**src/rtl/sponge_cut_controller_pkg.sv**
```systemverilog
// Shared sizing and FSM encoding for the sponge-mode circuit-under-test.
package configuration;
   localparam int DATA_WIDTH = 16;
   localparam int RATE       = 8;
   localparam int N          = 16;
   localparam int B          = 88;

   typedef enum logic [2:0] {
      IDLE,
      ABSORB,
      PERM_WAIT,
      SQUEEZE,
      DONE
   } sponge_state_t;
endpackage

```
**src/rtl/sponge_block_mux.sv**
```systemverilog
// Picks the rate block to absorb: a message slice, or the pad block
// once the block index has run past the message.
module sponge_block_mux
   import configuration::*;
#(
   parameter int DATA_WIDTH = configuration::DATA_WIDTH,
   parameter int RATE       = configuration::RATE,
   parameter int BW         = 2
)(
   input  logic [DATA_WIDTH-1:0] i_msg,
   input  logic [BW-1:0]         i_blk,
   output logic [RATE-1:0]       o_blk
);
   localparam int NM = DATA_WIDTH / RATE;
   localparam logic [RATE-1:0] PAD = {1'b1, {(RATE-1){1'b0}}};

   always_comb begin
      o_blk = PAD;
      for (int k = 0; k < NM; k++) begin
         if (i_blk == BW'(k)) o_blk = i_msg[k*RATE +: RATE];
      end
   end
endmodule

```
**src/rtl/sponge_cut_controller.sv**
```systemverilog
// Sponge sequencer: absorbs the message plus one pad block through an
// external permutation, then squeezes the digest a rate block at a time.
module sponge_cut_controller
   import configuration::*;
#(
   parameter int DATA_WIDTH = configuration::DATA_WIDTH,
   parameter int RATE       = configuration::RATE,
   parameter int N          = configuration::N,
   parameter int B          = configuration::B,
   parameter logic [B-1:0] IV = '0
)(
   input  logic                  clk,
   input  logic                  rst,
   input  logic [DATA_WIDTH-1:0] input_to_cut,
   output logic                  perm_start,
   output logic [B-1:0]          perm_state_in,
   input  logic                  perm_done,
   input  logic [B-1:0]          perm_state_out,
   output logic [N-1:0]          output_from_cut,
   output logic                  end_cut
);
   localparam int NM  = DATA_WIDTH / RATE;
   localparam int NB  = NM + 1;
   localparam int NSQ = N / RATE;
   localparam int NP  = NB + NSQ - 1;
   localparam int BW  = $clog2(NP + 1);
   localparam int SQW = (NSQ > 1) ? $clog2(NSQ) : 1;

   sponge_state_t r_state, w_next;

   logic [B-1:0]          r_sv;
   logic [DATA_WIDTH-1:0] r_msg;
   logic [N-1:0]          r_out;
   logic [BW-1:0]         r_blk;
   logic [SQW-1:0]        r_sq;
   logic                  r_sqz;
   logic [RATE-1:0]       w_blk;
   logic [B-1:0]          w_mixed;
   logic                  w_last_blk;
   logic                  w_last_sq;

   sponge_block_mux #(
      .DATA_WIDTH (DATA_WIDTH),
      .RATE       (RATE),
      .BW         (BW)
   ) u_mux (
      .i_msg (r_msg),
      .i_blk (r_blk),
      .o_blk (w_blk)
   );

   assign w_mixed    = r_sv ^ {{(B-RATE){1'b0}}, w_blk};
   assign w_last_blk = (r_blk == BW'(NB - 1));
   assign w_last_sq  = (r_sq == SQW'(NSQ - 1));

   always_ff @(posedge clk or posedge rst) begin
      if (rst) r_state <= IDLE;
      else     r_state <= w_next;
   end

   // perm_state_in is re-derived in PERM_WAIT so it stays stable until done
   always_comb begin
      w_next        = r_state;
      perm_start    = 1'b0;
      perm_state_in = '0;
      unique case (r_state)
         IDLE: w_next = ABSORB;
         ABSORB: begin
            perm_start    = 1'b1;
            perm_state_in = w_mixed;
            w_next        = PERM_WAIT;
         end
         PERM_WAIT: begin
            perm_state_in = r_sqz ? r_sv : w_mixed;
            if (perm_done) begin
               if (r_sqz || w_last_blk) w_next = SQUEEZE;
               else                     w_next = ABSORB;
            end
         end
         SQUEEZE: begin
            if (w_last_sq) begin
               w_next = DONE;
            end else begin
               perm_start    = 1'b1;
               perm_state_in = r_sv;
               w_next        = PERM_WAIT;
            end
         end
         DONE: w_next = DONE;
         default: w_next = IDLE;
      endcase
   end

   always_ff @(posedge clk or posedge rst) begin
      if (rst) begin
         r_sv  <= IV;
         r_msg <= '0;
         r_out <= '0;
         r_blk <= '0;
         r_sq  <= '0;
         r_sqz <= 1'b0;
      end else begin
         case (r_state)
            IDLE: begin
               r_msg <= input_to_cut;
               r_blk <= '0;
               r_sq  <= '0;
               r_sqz <= 1'b0;
            end
            PERM_WAIT: begin
               if (perm_done) begin
                  r_sv  <= perm_state_out;
                  r_blk <= r_blk + BW'(1);
                  if (!r_sqz && w_last_blk) begin
                     r_sqz <= 1'b1;
                     r_sq  <= '0;
                  end
               end
            end
            SQUEEZE: begin
               for (int i = 0; i < NSQ; i++) begin
                  if (r_sq == SQW'(i)) r_out[i*RATE +: RATE] <= r_sv[RATE-1:0];
               end
               if (!w_last_sq) r_sq <= r_sq + SQW'(1);
            end
            default: ;
         endcase
      end
   end

   assign output_from_cut = r_out;
   assign end_cut         = (r_state == DONE);
endmodule

```
**config.mk**
```make
export PLATFORM = sky130hd
export DESIGN_NAME = sponge_cut_controller
export DESIGN_NICKNAME = d
export VERILOG_FILES = /design/src/rtl/sponge_cut_controller_pkg.sv /design/src/rtl/sponge_block_mux.sv /design/src/rtl/sponge_cut_controller.sv
export SDC_FILE = /design/constraint.sdc
export NUM_CORES = 1
export LEC_CHECK = 0
export CORE_MARGIN = 1.5
export CORE_UTILIZATION = 39
export DETAILED_ROUTE_END_ITERATION = 8
export GPL_TIMING_DRIVEN = 0
export PLACE_DENSITY = 0.71
export SETUP_SLACK_MARGIN = 0.1
export SLEW_MARGIN = 30
export SYNTH_ARGS = -nofsm -noshare
export SYNTH_HDL_FRONTEND = slang
export SYNTH_SLANG_ARGS = --single-unit
```
**constraint.sdc**
```tcl
create_clock -name clk -period 4.6 [get_ports clk]
set_input_delay 0.46 -clock clk [delete_from_list [all_inputs] [get_ports clk]]
set_output_delay 0.46 -clock clk [all_outputs]
set_load 0.05 [all_outputs]
```
Word-level counts from Yosys, hierarchy flattened
Index checks and enable logic that the tools add are counted.
- bits of input ports: 107
- word-level logic and storage cells: 53
- output and inout port bits: 106
- register bits after elaboration: 128
- equality and inequality tests: 8
- multiplexer cells: 20
- reduce and logical (&&, ||, !) cells: 13
- bitwise gates (word level): 2
- add/sub/neg operators: 2
- operator list (operator ; number):
    88-bit one-hot mux with 3 select lines ; 1
    88-bit two-way mux ; 2
    88-bit by 8-bit XOR with 88-bit output ; 1
    8-bit two-way mux ; 2
    3-bit one-hot mux with 5 select lines ; 1
    3-bit by 2-bit == test with 1-bit output, second input constant ; 3
    3-bit two-way mux ; 3
    2-bit AND reduction ; 4
    3-bit by 1-bit == test with 1-bit output, second input constant ; 2
    3-bit zero test ; 2
    1-bit two-way mux ; 6
    3-bit one-hot mux with 2 select lines ; 1
    3-bit AND reduction ; 2
    2-bit inequality test, second input constant ; 2
    1-bit one-hot mux with 2 select lines ; 2
    3-bit by 1-bit adder with 3-bit output, second input constant ; 1
    3-bit == test, second input constant ; 1
    1-bit one-hot mux with 3 select lines ; 1
    3-bit nonzero test ; 1
    2-bit two-way mux ; 1
    2-bit nonzero test ; 1
    1-bit adder, second input constant ; 1
    1-bit logical AND ; 1
    1-bit zero test ; 1
    other kinds (2) ; 2

Depth between registers and ports, before layout
Gate-level depths: netlist of the first run.
- depth in word-level cells: 6
- depth in mapped cells: 8
- mapped depth without buffers: 6

Cells and area by module
Synthesis of the first run repeated with hierarchy kept, for this count alone.
- cell total of the unflattened synthesis: 449
- area total of the unflattened synthesis: 5935.7 um^2
- modules (own cells, without submodules) (module ; cells each ; area an instance (um^2) ; seq. area each (um^2) ; instances):
    sponge_cut_controller ; 430 ; 5801.8 ; 3203.1 ; 1
    sponge_block_mux ; 19 ; 133.9 ; 0.0 ; 1

Worst setup path before layout of the first run
Ideal clock, no wire load.
- path type: flip-flop to output port
- from: register r_state[2]
- to: output port perm_state_in[7]
- data required time: 4.140 ns
- data arrival time: 2.187 ns
- path buffers: 1
- path slack: 1.953 ns
- cell stages (with the launch flop): 6
- cells stage by stage: dfrtp_1 > buf_4 > nor2b_1 > a21boi_1 > o2111ai_1 > nand3_1
- longest elaborated chain between the ends: 2
- elaborated cells between the ends (all ways): 4
- those cells by class: eq/ne: 3; mux: 1
- RTL lines (item ; RTL line ; source):
    start: declaration ; sponge_cut_controller.sv:29 ; sponge_state_t r_state, w_next;
    start signal: assignment ; sponge_cut_controller.sv:58 ; else r_state <= w_next;
    3-bit by 2-bit == test with 1-bit output or 3-bit by 1-bit == test with 1-bit output (tied branches) ; sponge_cut_controller.sv:66 ; unique case (r_state)
    88-bit one-hot mux with 3 select lines (*) ; sponge_cut_controller.sv:66 ;
    end: declaration ; sponge_cut_controller.sv:16 ; output logic [B-1:0] perm_state_in,
Every way passes the cells marked *; elsewhere a longest branch is shown, timed or not.

Final worst setup path of the first run
- from: register r_blk[1]
- to: output port perm_state_in[4]
- longest elaborated chain between the ends: 6
- elaborated cells between the ends (all ways): 7
- those cells by class: eq/ne: 1; mux: 4; bitwise: 1; reduce/logical: 1
- RTL lines (item ; RTL line ; source):
    start: declaration ; sponge_cut_controller.sv:34 ; logic [BW-1:0] r_blk;
    start signal: assignment ; sponge_cut_controller.sv:113 ; r_blk <= r_blk + BW'(1);
    3-bit zero test ; sponge_block_mux.sv:20 ; if (i_blk == BW'(k)) o_blk = i_msg[k*RATE +: RATE];
    8-bit two-way mux ; sponge_block_mux.sv:20 ;
    8-bit two-way mux (*) ; sponge_block_mux.sv:20 ;
    88-bit by 8-bit XOR with 88-bit output (*) ; sponge_cut_controller.sv:52 ; assign w_mixed = r_sv ^ {{(B-RATE){1'b0}}, w_blk};
    88-bit two-way mux ; sponge_cut_controller.sv:74 ; perm_state_in = r_sqz ? r_sv : w_mixed;
    88-bit one-hot mux with 3 select lines (*) ; sponge_cut_controller.sv:66 ;
Marks and branches as above.

==> results.md, run 1 <==
- The number of setup buffers added after CTS is 0.
- TritonCTS built the clock tree.
- After floorplanning, the core was divided into 44 placement rows.
- The finished layout holds 879 standard cells, fillers aside.
- In the final layout, the share of cells above drive strength 1 is 0.245.
- In the final routed layout, each cell accounts on average for 18.8 µm.
- The overflow left after global routing is 0.
- Setup repair after global routing left no endpoint under its margin.
- For this configuration, the core starts out at a cell density of 0.403.
- The library cell appearing most often on the critical path is sky130_fd_sc_hd__clkbuf_1.
- The maximum fanout along the worst path is 10.
- STA classifies the critical path endpoint as a primary output.
- The total area of multi-input combinational cells is 2500 µm².
- The number of gates resized after CTS is 0.
- The antenna diode instance count is 0.
- The floorplan step defined a die boundary enclosing 15900 µm².
- The proportion of netlist area held by the largest area contributor is 0.543.
- The final HPWL from detailed placement is 12000 µm.
- In the routed design, unresolved DRC markers number 11.
- The area of all sequential standard cells is 3200 µm².
- The fraction of registers with async set/reset is 1.00.
- Buffers inserted during clock tree synthesis total 17.
- The slowest stage cell on the critical path is sky130_fd_sc_hd__clkdlybuf4s50_1.
- The category of the worst setup path launch point is a flop.
- The total routing resource utilization after global routing is 0.217.
- The vertical die dimension is 126 µm.
- In this run the deepest clock path goes through 2 buffers.
- The setup path with the least slack is of type flop to primary output.
- The number of I/O port buffers is 212.
- For this run, the register share of the synthesized area comes to 0.543.
- The number of synthesized flops with an enable pin is 0.
- After clock tree synthesis, the flow added hold-fix buffers numbering 0.
- The synthesis-to-layout area growth is 51.1%.
- Dividing the detail-routed via count by the number of cells gives 5.00.
- Data on the critical path arrives at its endpoint at 3.34 ns.
- At the worst endpoint, the required time is 4.14 ns.
- The DRC violation total after the first TritonRoute iteration is 202.
- The H-tree was split into 4 levels.
- In the finished design, the share of the clock period the worst path needs comes to 0.825.
- The number of vias in the routed layout is 4396.
- The number of unique standard cell types used by synthesis is 45.
- The family of cells with the greatest summed delay on the critical path is buffers and inverters.
- At the end of the flow, the number of nets in the layout was 793.
- The clock arrives with 0.0124 ns of skew.
- The number of nets handed over by synthesis was 561.
- The final-report hold violation count is 0.
- The core area is 14600 µm².
- The signal on the critical path passes through inv_1 -> ha_1 -> clkbuf_1 -> clkbuf_1 -> a2111oi_0 -> o21ai_1 -> o31ai_2 -> clkdlybuf4s50_1.
- In this run the horizontal extent of the chip is 126 µm.
- The number of endpoints failing setup at the final stage is 0.
- The transition time of the tightest slew-check pin is 0.664 ns.
- Summing every instance area after synthesis gives 5900 µm².
- The combined buffer and inverter count along the critical path is 4.
- The clock transition at the registers of the reported paths is 0.06 ns.
- The post-synthesis instance total is 450.
- During synthesis, Yosys emitted a total of 0 warnings.
- The first global-routing pass estimated 26200 µm of wire.
- The I/O pin total is 213.
- The number of pins exceeding their max-slew limit in the final report was 0.
- Clock latency on the worst-skew pair, taken at its later pin, is 0.43 ns.
- The worst slew margin relative to its limit is 0.555.
- The iteration count of the initial detailed-routing pass is 6.
- By area the synthesized netlist is led by sky130_fd_sc_hd__dfrtp_1, sky130_fd_sc_hd__mux2_2, sky130_fd_sc_hd__and2_1.
- The biggest cell delay along the critical path is 0.86 ns.
- The final reports fail on design-rule violations.
- The final layout contains routed wiring with a total length of 16500 µm.
- The clock root buffer master is sky130_fd_sc_hd__clkbuf_16.
- The smallest clock period supported by the final layout is computed as 3.80 ns.
- The initial antenna violation count came to 0.
- In the synthesized netlist the dominant register cell turns out to be sky130_fd_sc_hd__dfrtp_1.
- The placer's final routability congestion estimate is 0.829.
- The tool flagged a number of max-cap violations equal to 0.
- The mean area per synthesized cell is 13.1 µm².
- The largest net degree at the start of global routing is 67.
- The achievable clock frequency is 0.263 GHz.
- The number of global-route vias before repair is 4883.
- The final-layout fill cell count is 1153.
- The path class of the lowest-slack min-delay path is primary input to async pin.
- The number of nets with antenna violations after routing is 0.
- The flow ran to the end, but the final reports show violations.
- Clock tree synthesis found a total of 128 sinks.
- Summed over all instances, the cell type with the most area after synthesis is sky130_fd_sc_hd__dfrtp_1.
- After synthesis the netlist holds a flip-flop and latch count of 128.
- The number of placed instances with taps included is 847.
cells by family (layout without fill, tap and decap cells):
| group | after synthesis | count (layout) | share of synthesized area |
|---|---|---|---|
| adder cells (fa/ha/maj) | 4 | 4 | 0.00849 |
| AND/OR/NAND/NOR | 116 | 116 | 0.127 |
| buffers and inverters | 35 | 280 | 0.0337 |
| XOR/XNOR | 2 | 2 | 0.00297 |
| flip-flops | 128 | 128 | 0.543 |
| multiplexers | 120 | 120 | 0.229 |
| AO/OA/AOI/OAI | 45 | 45 | 0.0558 |
area by class of cell:
cell class              count  share of cell area
plain buffers              27              0.0190
clock buffers              20              0.0490
inverters                   8             0.00421
flip-flops and latches    128               0.359
multi-input cells         287               0.280
clock inverters            12              0.0213
repair buffers            213               0.241
well taps                 184              0.0258
worst register-to-register path, delay by kind of cell, from the launching register on:
family / cells / cell delay (ns)
flops: 1 / 0.37
simple gates: 1 / 0.25
mux: 1 / 0.35
buf+inv: 4 / 0.81
metal layers:
metal	track usage	wire, µm	up-vias
met2	0.360	8080	184
li1	-	-	2024
met4	0.0778	240	0
met3	0.0935	1650	15
met5	0	0	-
met1	0.251	6540	2173
cells in the final DEF, fill, tap and decap left out, types with 3 or more instances in the layout:
cell type / synthesis / final
sky130_fd_sc_hd__a2111oi_0: 7 / 7
sky130_fd_sc_hd__clkbuf_16: 0 / 17
sky130_fd_sc_hd__dfrtp_1: 128 / 128
sky130_fd_sc_hd__bufinv_16: 0 / 5
sky130_fd_sc_hd__buf_4: 10 / 10
sky130_fd_sc_hd__nand3_1: 4 / 4
sky130_fd_sc_hd__mux2_1: 11 / 11
sky130_fd_sc_hd__and2_1: 80 / 80
sky130_fd_sc_hd__o21ai_1: 7 / 7
sky130_fd_sc_hd__and3b_1: 7 / 7
sky130_fd_sc_hd__clkinv_2: 0 / 5
sky130_fd_sc_hd__o31ai_2: 7 / 7
sky130_fd_sc_hd__mux2_2: 109 / 109
sky130_fd_sc_hd__nor3_1: 3 / 3
sky130_fd_sc_hd__a21oi_1: 13 / 13
sky130_fd_sc_hd__inv_1: 8 / 7
sky130_fd_sc_hd__ha_1: 4 / 4
sky130_fd_sc_hd__buf_2: 3 / 3
sky130_fd_sc_hd__clkbuf_1: 11 / 14
sky130_fd_sc_hd__nor2_1: 4 / 4
sky130_fd_sc_hd__clkdlybuf4s50_1: 0 / 212
registers in the layout, indices dropped and copies added, names as in the netlist:
name	flops
r_sv	88
output_from_cut	16
r_msg	16
r_blk	3
r_state	3
r_sq	1
r_sqz	1
stage by stage:
stage          cell area (µm²)  hold slack [ns]  utilization  worst slack, ns  setup TNS (ns)
6_report                  8910            0.451        0.609            0.804               0
3_3_place_gp              8250            0.459        0.563            -1.11         -141.44
5_1_grt                   8910            0.503        0.609            0.657               0
3_5_place_dp              8290            0.471        0.566             1.34               0
4_1_cts                   8910            0.488        0.609            0.797               0
2_1_floorplan             5900            0.449            -            0.727               0
Yosys cell counts (all sizes together), types with 2 or more instances:
cell type and n:
dfrtp 128, mux2 120, and2 80, buf 16, a21oi 13, clkbuf 11
o21ai 9, inv 8, a2111oi 7, and3b 7, o31ai 7, nor2 5
nor3 5, ha 4, nand3 4, nand2 3, nor2b 2, or3 2
xnor2 2
path summary, 6_finish.rpt:
path                                   startpoint                   end  slack [ns]  depth (start not counted)
min                                           rst   r_sv[3]$_DFFE_PP0P_        0.45                          2
max reg2reg                r_state[2]$_DFFE_PP0P_  r_sv[85]$_DFFE_PP0P_        2.72                          6
max in group asynchronous                     rst  r_sv[31]$_DFFE_PP0P_        3.40                          3
max                          r_blk[1]$_DFFE_PP0P_      perm_state_in[4]        0.80                          8
min reg2reg                  r_sv[86]$_DFFE_PP0P_  r_sv[86]$_DFFE_PP0P_        0.48                          1
min in group clk             r_sv[86]$_DFFE_PP0P_  r_sv[86]$_DFFE_PP0P_        0.48                          1
Power of run 1 is left out: the tool's default activity adds up to more than one toggle a clock period on the data nets, which glitch-free logic cannot reach.
==> run 2: changes to the inputs <==
- PLACE_DENSITY: 0.71 -> 0.74
- clock period: 4.6 -> 3.45 ns (I/O delays scaled with it)
==> run 2 against run 1 <==
First-iteration DRC count is 38% higher. Global-route usage rose by 0.15 points. Worst hold slack lost 0.21 ns. Clock-buffer cell count decreased by 1. Largest cell class unchanged. Non-clock buffer count up 4. Die area stayed put. Sequential cell count unchanged. The run still ends with design-rule violations left. Cell area grew 0.63%. Worst setup slack worse by 0.57 ns.
==> results.md, run 2 (same netlist as run 1, synthesis figures left out) <==
- TritonCTS built the clock tree.
- The overflow left after global routing is 0 (unchanged).
- The DRC violation total after the first TritonRoute iteration came to 278 (+38%).
- The number of endpoints failing setup at the final stage is 0 (unchanged).
- The maximum fanout along the worst path came to 10 (unchanged).
- The worst setup path is of the flop to primary output kind.
- The iteration count of the initial detailed-routing pass came to 6 (unchanged).
- The largest individual stage delay along the critical path comes from the cell sky130_fd_sc_hd__clkdlybuf4s50_1.
- The path class of the lowest-slack min-delay path is primary input to async pin.
- The maximum buffer depth of the clock tree came to 2 (unchanged).
- The number of global-route vias before repair is 5006 (+2.5%).
- The flow ran to the end, but the final reports show violations.
- In the layout the commonest cells are sky130_fd_sc_hd__clkdlybuf4s50_1, sky130_fd_sc_hd__dfrtp_1, sky130_fd_sc_hd__mux2_2, sky130_fd_sc_hd__and2_1, sky130_fd_sc_hd__dlymetal6s2s_1.
- The fraction of the cycle the final worst path needs is 0.931.
- The number of max-cap violations is 0 (unchanged).
- The final routed DRC violation total came to 9 (-2).
- The number of nets with antenna violations after routing is 0 (unchanged).
- The achievable clock frequency is 0.311 GHz.
- The non-filler instance count after layout is 882 (+0.34%).
- The number of placed instances with taps included is 851 (+0.47%).
- The largest clock skew in the final design is 0.00683 ns (-0.00559 ns).
- The first-pass GRT wire length is 26500 µm (+1.2%).
- The post-detailed-route wirelength per cell is 18.8 µm (+0.17%).
- The fraction of final layout cells with drive strength greater than 1 is 0.266 (+0.0219).
- The total routing resource utilization after global routing is 0.218 (+0.00153).
- The number of sinks on the clock net came to 128 (unchanged).
- The accumulated negative setup slack is 0 ns (unchanged).
- The start of the worst register-to-register path is r_state[2]$_DFFE_PP0P_.
- The via count normalized by instance count came to 5.07 (+1.3%).
- Traced cell by cell, the critical path runs through buf_6 -> a31o_1 -> nor2_2 -> clkbuf_2 -> and2_1 -> clkdlybuf4s50_1.
- The endpoint class of the critical path is a primary output.
- The final-layout fill cell count is 1105 (-4.2%).
- The horizontal extent of the die is 126 µm (unchanged).
- The number of H-tree levels is 4 (unchanged).
- The final HPWL from detailed placement is 12500 µm (+4.2%).
- The initial antenna violation count came to 0 (unchanged).
- The category of the worst setup path launch point is a flop.
- The combined buffer and inverter count along the critical path was 3 (-1).
- The capture instance of the worst register-to-register path is r_sv[1]$_DFFE_PP0P_.
- The number of vias in the routed layout is 4470 (+1.7%).
- The worst slack after detailed placement came to 0.347 ns (-0.998 ns).
- Tracing the worst setup path back leads to its startpoint at r_state[0]$_DFFE_PP0P_.
- The endpoint required time on the critical path is 3.11 ns (-1.03 ns).
- The data arrival at the endpoint of the critical path is 2.87 ns (-0.47 ns).
- The I/O pin total is 213 (unchanged).
- The wire length reported by the detailed router was 16600 µm (+0.51%).
- The worst slew margin relative to its limit was 0.601 (+0.0460).
- The largest net degree at the start of global routing came to 28 (-58%).
- The vertical die dimension came to 126 µm (unchanged).
- The logic depth of the worst register-to-register path is 6 (unchanged).
- The setup slack of the most critical reg-to-reg path is 1.56 ns (-1.16 ns).
- The total clock buffers created by CTS was 17 (unchanged).
- The net count reported at finish was 797 (+0.50%).
- The total die area was 15900 µm² (unchanged).
- The clock network latency to the later pin of the worst-skew pair is 0.42 ns (about the same).
- The depth of the critical timing path with buffers and inverters included was 6 (-2).
- The starting density of the core is 0.403 (unchanged).
- The clock transition at the registers of the reported paths is 0.06 ns (about the same).
- The floorplan row count is 44 (unchanged).
- The minimum clock period after layout is 3.21 ns.
- The final-report hold violation count is 0 (unchanged).
- The root buffer cell chosen for the clock tree is sky130_fd_sc_hd__clkbuf_16.
- Ranked by flip-flop count, first place goes to r_sv.
- The critical path ends at perm_state_in[83].
- The biggest cell delay along the critical path is 0.80 ns (-0.06 ns).
- The core area was 14600 µm² (unchanged).
- The number of flip-flops in the largest register is 88 (unchanged).
- The library cell used most frequently in the layout, excluding fill and tap cells, is sky130_fd_sc_hd__clkdlybuf4s50_1.
- The number of pins exceeding their max-slew limit in the final report came to 0 (unchanged).
- The antenna diode instance count came to 0 (unchanged).
- The number of I/O port buffers is 212 (unchanged).
- The placer's final routability congestion estimate was 0.807 (-2.6%).
- The checks that failed: design-rule violations.
- The transition time of the tightest slew-check pin is 0.595 ns (-0.0696 ns).
- From synthesis to final layout, the design area changed by 52.1%.
- Among cell families on the critical path, the largest total delay comes from buffers and inverters.
- The final critical-path setup slack is 0.238 ns (-0.565 ns).
- Setup repair after global routing left no endpoint under its margin.
-- run 2: cell types whose count changed in the layout (fill, tap and decap cells not counted), sizes merged, moves of 3 or more --
cell,change
bufinv,-4
dlygate4sd2,+26
clkdlybuf4s50,-65
clkbuf,+3
buf,+4
dlymetal6s2s,+35
-- run 2: cell type report --
cell class | count | area, µm² | share of cell area
inverter | 8 | 33.8 | 0.00377
timing repair buffer | 217 | 2260 | 0.253
multi-input combinational | 287 | 2500 | 0.278
clock buffer | 19 | 453 | 0.0505
buffer | 27 | 176 | 0.0197
sequential | 128 | 3200 | 0.357
clock inverter | 12 | 111 | 0.0124
tap | 184 | 230 | 0.0257
-- run 2: stage by stage --
stage / instance area (µm²) / util / hold WS (ns)
final: 8970 / 0.612 / 0.244
after global routing: 8970 / 0.612 / 0.242
after CTS: 8890 / 0.607 / 0.234
after detailed placement: 8360 / 0.571 / 0.467
after global placement: 8250 / 0.564 / 0.462
after floorplan: 5900 / - / 0.449
-- run 2: timing repair --
| action | CTS | global route |
|---|---|---|
| pin swaps | 0 | 0 |
| hold buffers | 0 | 0 |
| endpoints found under the setup margin | 70 | 61 |
| setup buffers | 0 | 0 |
| resized for setup | 35 | 45 |
-- run 2: worst min path at each step --
stage | startpoint | to | slack (ns) | depth (start not counted)
final | rst | output_from_cut[12]$_DFFE_PP0P_ | 0.24 | 2
after global routing | rst | output_from_cut[12]$_DFFE_PP0P_ | 0.24 | 2
after CTS | rst | output_from_cut[12]$_DFFE_PP0P_ | 0.23 | 2
after detailed placement | r_sv[83]$_DFFE_PP0P_ | r_sv[83]$_DFFE_PP0P_ | 0.47 | 1
after global placement | r_sv[84]$_DFFE_PP0P_ | r_sv[84]$_DFFE_PP0P_ | 0.46 | 1
after floorplan | r_sv[82]$_DFFE_PP0P_ | r_sv[82]$_DFFE_PP0P_ | 0.45 | 1
-- run 2: worst register-to-register path: stages, from the launching register on --
cell                       delay, ns
sky130_fd_sc_hd__dfrtp_1        0.35
sky130_fd_sc_hd__buf_4          0.17
sky130_fd_sc_hd__nor4bb_1       0.29
sky130_fd_sc_hd__buf_2          0.26
sky130_fd_sc_hd__buf_6          0.18
sky130_fd_sc_hd__buf_8          0.18
sky130_fd_sc_hd__mux2_1         0.34
-- run 2: layer usage --
layer,global-route usage,share of wire,vias up
li1,-,-,2038
met1,0.244,0.38,2212
met4,0.0872,0.022,0
met3,0.104,0.11,27
met2,0.360,0.49,193
met5,0,0,-
Power of run 2 is left out for the same reason.
==> run 3: changes to the inputs <==
- ABC_AREA: not set -> 1
==> run 3 against run 2 <==
The run now ends clean. Critical path depth is 2 higher. Via count is 26% higher. Sequential cell count stayed put. Worst setup slack worse by 0.029 ns. Clock skew is 0.0060 ns higher. Worst hold slack better by 0.041 ns. Global-route usage is 1.6 points higher. Critical path type unchanged. Largest cell class unchanged.
==> results.md, run 3 <==
- Leaving out fill and tap cells, the most frequent cells in the layout are sky130_fd_sc_hd__nand2_1, sky130_fd_sc_hd__clkdlybuf4s50_1, sky130_fd_sc_hd__dfrtp_1, sky130_fd_sc_hd__inv_1, sky130_fd_sc_hd__o21ai_0.
- The floorplan row count is 44 (unchanged).
- The flow ran to the end, and the final reports show no timing, DRC or antenna violations.
- The number of warnings reported in the yosys synthesis log is 0 (unchanged).
- Sorting the synthesized cells by area gives the leading types as sky130_fd_sc_hd__dfrtp_1, sky130_fd_sc_hd__nand2_1, sky130_fd_sc_hd__o21ai_0.
- The horizontal extent of the die is 126 µm (+0.16%).
- The final routed DRC violation total is 0 (-9).
- The number of unique standard cell types used by synthesis was 21 (-53%).
- The clock network latency to the later pin of the worst-skew pair is 0.42 ns (about the same).
- The total clock buffers created by CTS is 17 (unchanged).
- The worst setup path category is flop to primary output.
- The number of sinks on the clock net is 128 (unchanged).
- The start of the worst register-to-register path is r_state[2]$_DFFE_PP0P_.
- The largest net degree at the start of global routing is 31 (+11%).
- The TritonCTS clock tree is yes.
- Setup repair after global routing left no endpoint under its margin.
- The number of flip-flops in the largest register is 88 (unchanged).
- The antenna diode instance count came to 0 (unchanged).
- The non-filler instance count after layout is 1188 (+35%).
- The biggest area consumer among synthesized cells is sky130_fd_sc_hd__dfrtp_1.
- The leading cell type in the layout, fill and taps excluded is sky130_fd_sc_hd__nand2_1.
- The number of H-tree levels is 4 (unchanged).
- The iteration count of the initial detailed-routing pass is 5 (-1).
- The initial antenna violation count was 0 (unchanged).
- The capture instance of the worst register-to-register path is r_sv[1]$_DFFE_PP0P_.
- The number of I/O port buffers came to 212 (unchanged).
- The maximum fanout along the worst path is 10 (unchanged).
- The achievable clock frequency was 0.309 GHz (-0.91%).
- The core area was 14700 µm² (+0.38%).
- The wire length reported by the detailed router is 18000 µm (+8.7%).
- The final HPWL from detailed placement is 13500 µm (+8.1%).
- The first-pass GRT wire length was 28600 µm (+7.9%).
- The overflow left after global routing is 0 (unchanged).
- The final-report hold violation count came to 0 (unchanged).
- The placer's final routability congestion estimate came to 0.856 (+6.1%).
- The cell area after technology mapping is 5920 µm² (+0.32%).
- The number of vias in the routed layout is 5638 (+26%).
- The number of max-cap violations was 0 (unchanged).
- STA classifies the critical path endpoint as a primary output.
- The maximum buffer depth of the clock tree came to 2 (unchanged).
- Sorting the synthesized cells by how often they occur yields sky130_fd_sc_hd__nand2_1, sky130_fd_sc_hd__dfrtp_1, sky130_fd_sc_hd__inv_1.
- The number of register bits inferred by synthesis was 128 (unchanged).
- The endpoint required time on the critical path is 3.11 ns (about the same).
- The number of nets with antenna violations after routing was 0 (unchanged).
- The data arrival at the endpoint of the critical path was 2.90 ns (+0.03 ns).
- The count of buffers added by post-CTS timing repair for setup is 0 (unchanged).
- The number of endpoints failing setup at the final stage came to 0 (unchanged).
- The fraction of final layout cells with drive strength greater than 1 is 0.0697 (-0.197).
- The post-synthesis instance total came to 755 (+68%).
- The path class of the lowest-slack min-delay path is primary input to async pin.
- The proportion of netlist area held by the largest area contributor is 0.541 (-0.00172).
- The total die area is 15900 µm² (+0.32%).
- The post-detailed-route wirelength per cell is 15.2 µm (-19%).
- The category of the worst setup path launch point is a flop.
- The post-route cell area is 9020 µm² (+0.59%).
- The I/O pin total is 213 (unchanged).
- Among all cell types in the netlist, the one instantiated most often is sky130_fd_sc_hd__nand2_1.
- The accumulated negative setup slack was 0 ns (unchanged).
- The number of placed instances with taps included is 1156 (+36%).
- The final critical-path setup slack is 0.209 ns (-0.0294 ns).
- The area after detailed placement is 8400 µm² (+0.40%).
- The minimum clock period after layout is 3.24 ns (+0.0294 ns).
- The logic depth of the worst register-to-register path came to 7 (+1).
- The number of global-route vias before repair is 5656 (+13%).
- The post-synthesis net count came to 866 (+54%).
- The vertical die dimension was 126 µm (+0.16%).
- The worst slew margin relative to its limit was 0.584 (-0.0165).
- The fraction of registers with async set/reset came to 1.00 (unchanged).
- The worst slack after detailed placement is 0.518 ns (+0.171 ns).
- The transition time of the tightest slew-check pin came to 0.622 ns (+0.0270 ns).
- The most used flip-flop cell after synthesis is sky130_fd_sc_hd__dfrtp_1.
- The tree is rooted in a sky130_fd_sc_hd__clkbuf_16.
- The DRC violation total after the first TritonRoute iteration is 285 (+2.5%).
- The post-synthesis sequential area ratio was 0.541 (-0.00172).
- The fraction of the cycle the final worst path needs was 0.939 (+0.00853).
- The starting density of the core is 0.403 (about the same).
- The clock transition at the registers of the reported paths is 0.05 ns (about the same).
- The net count reported at finish came to 1102 (+38%).
- The synthesis-to-layout area growth is 52.5%.
- The number of synthesized flops with an enable pin came to 0 (unchanged).
- The register with the most flip-flops is r_sv.
- The number of pins exceeding their max-slew limit in the final report was 0 (unchanged).
- The setup slack of the most critical reg-to-reg path is 1.43 ns (-0.13 ns).
- The total routing resource utilization after global routing is 0.234 (+0.0161).
- The largest clock skew in the final design is 0.0129 ns (+0.00603 ns).
- The mean area per synthesized cell came to 7.84 µm² (-40%).
- The via count normalized by instance count came to 4.75 (-6.4%).
-- run 3: cell types whose count changed after synthesis, moves of 8 or more --
| cell | previous run | this run |
|---|---|---|
| sky130_fd_sc_hd__and2_1 | 80 | 0 |
| sky130_fd_sc_hd__mux2_2 | 109 | 0 |
| sky130_fd_sc_hd__o21ai_0 | 2 | 105 |
| sky130_fd_sc_hd__buf_2 | 3 | 13 |
| sky130_fd_sc_hd__buf_4 | 10 | 0 |
| sky130_fd_sc_hd__inv_1 | 8 | 110 |
| sky130_fd_sc_hd__nand4_1 | 0 | 9 |
| sky130_fd_sc_hd__nand3_1 | 4 | 20 |
| sky130_fd_sc_hd__nand2_1 | 2 | 239 |
| sky130_fd_sc_hd__mux2_1 | 11 | 0 |
| sky130_fd_sc_hd__nor2_1 | 4 | 77 |
| sky130_fd_sc_hd__nor2_2 | 1 | 9 |
-- run 3: what timing repair did --
item,in CTS,in global routing
endpoints found under the setup margin,4,14
gates resized for setup,1,14
hold buffers,0,0
-- run 3: final cells by class --
class / instances / area [µm²]
Multi-Input combinational cell: 478 / 2080
Timing Repair Buffer: 217 / 2280
Inverter: 114 / 432
Clock buffer: 22 / 474
Tap cell: 184 / 230
Buffer: 35 / 213
Sequential cell: 128 / 3200
Clock inverter: 10 / 110
Fill cell: 1292 / 5680
-- run 3: worst max-delay path, stage by stage (launching register included) --
cell	delay (ns)
sky130_fd_sc_hd__dfrtp_1	0.45
sky130_fd_sc_hd__inv_2	0.10
sky130_fd_sc_hd__nand3_1	0.10
sky130_fd_sc_hd__nor2_2	0.39
sky130_fd_sc_hd__or2_4	0.24
sky130_fd_sc_hd__nor2_8	0.06
sky130_fd_sc_hd__buf_6	0.17
sky130_fd_sc_hd__nor2_2	0.08
sky130_fd_sc_hd__clkdlybuf4s50_1	0.88
-- run 3: layer usage --
metal  part of all wire  up-vias  routed length (µm)  track usage
met4              0.021        0                 377       0.0926
met1               0.41     2610                7320        0.274
met5                  0        -                   0            0
met3              0.091       26                1640       0.0926
li1                   -     2776                   -            -
met2               0.48      226                8700        0.388
-- run 3: worst max path at each step --
stage | from | end | cells past startpoint
CTS | r_state[2]$_DFFE_PP0P_ | perm_state_in[64] | 8
floorplan | r_state[1]$_DFFE_PP0P_ | perm_state_in[11] | 5
detailed placement | r_state[1]$_DFFE_PP0P_ | perm_state_in[45] | 6
global placement | rst | r_sv[52]$_DFFE_PP0P_ | 2
finish | r_state[2]$_DFFE_PP0P_ | perm_state_in[84] | 8
global route | r_state[2]$_DFFE_PP0P_ | perm_state_in[23] | 8
-- run 3: kinds of logic (layout without fill, tap and decap cells) --
logic type | Yosys count | after routing | synth area share
buffers and inverters | 149 | 398 | 0.108
AO/OA/AOI/OAI | 116 | 116 | 0.0981
adder cells (fa/ha/maj) | 4 | 4 | 0.00846
flip-flops | 128 | 128 | 0.541
AND/OR/NAND/NOR | 358 | 358 | 0.244
-- run 3: through the flow --
stage	util	hold slack, ns
after floorplan	-	0.442
after global placement	0.563	0.456
after detailed placement	0.571	0.459
after CTS	0.611	0.288
after global routing	0.614	0.308
final	0.614	0.285
Power of run 3 is left out for the same reason.
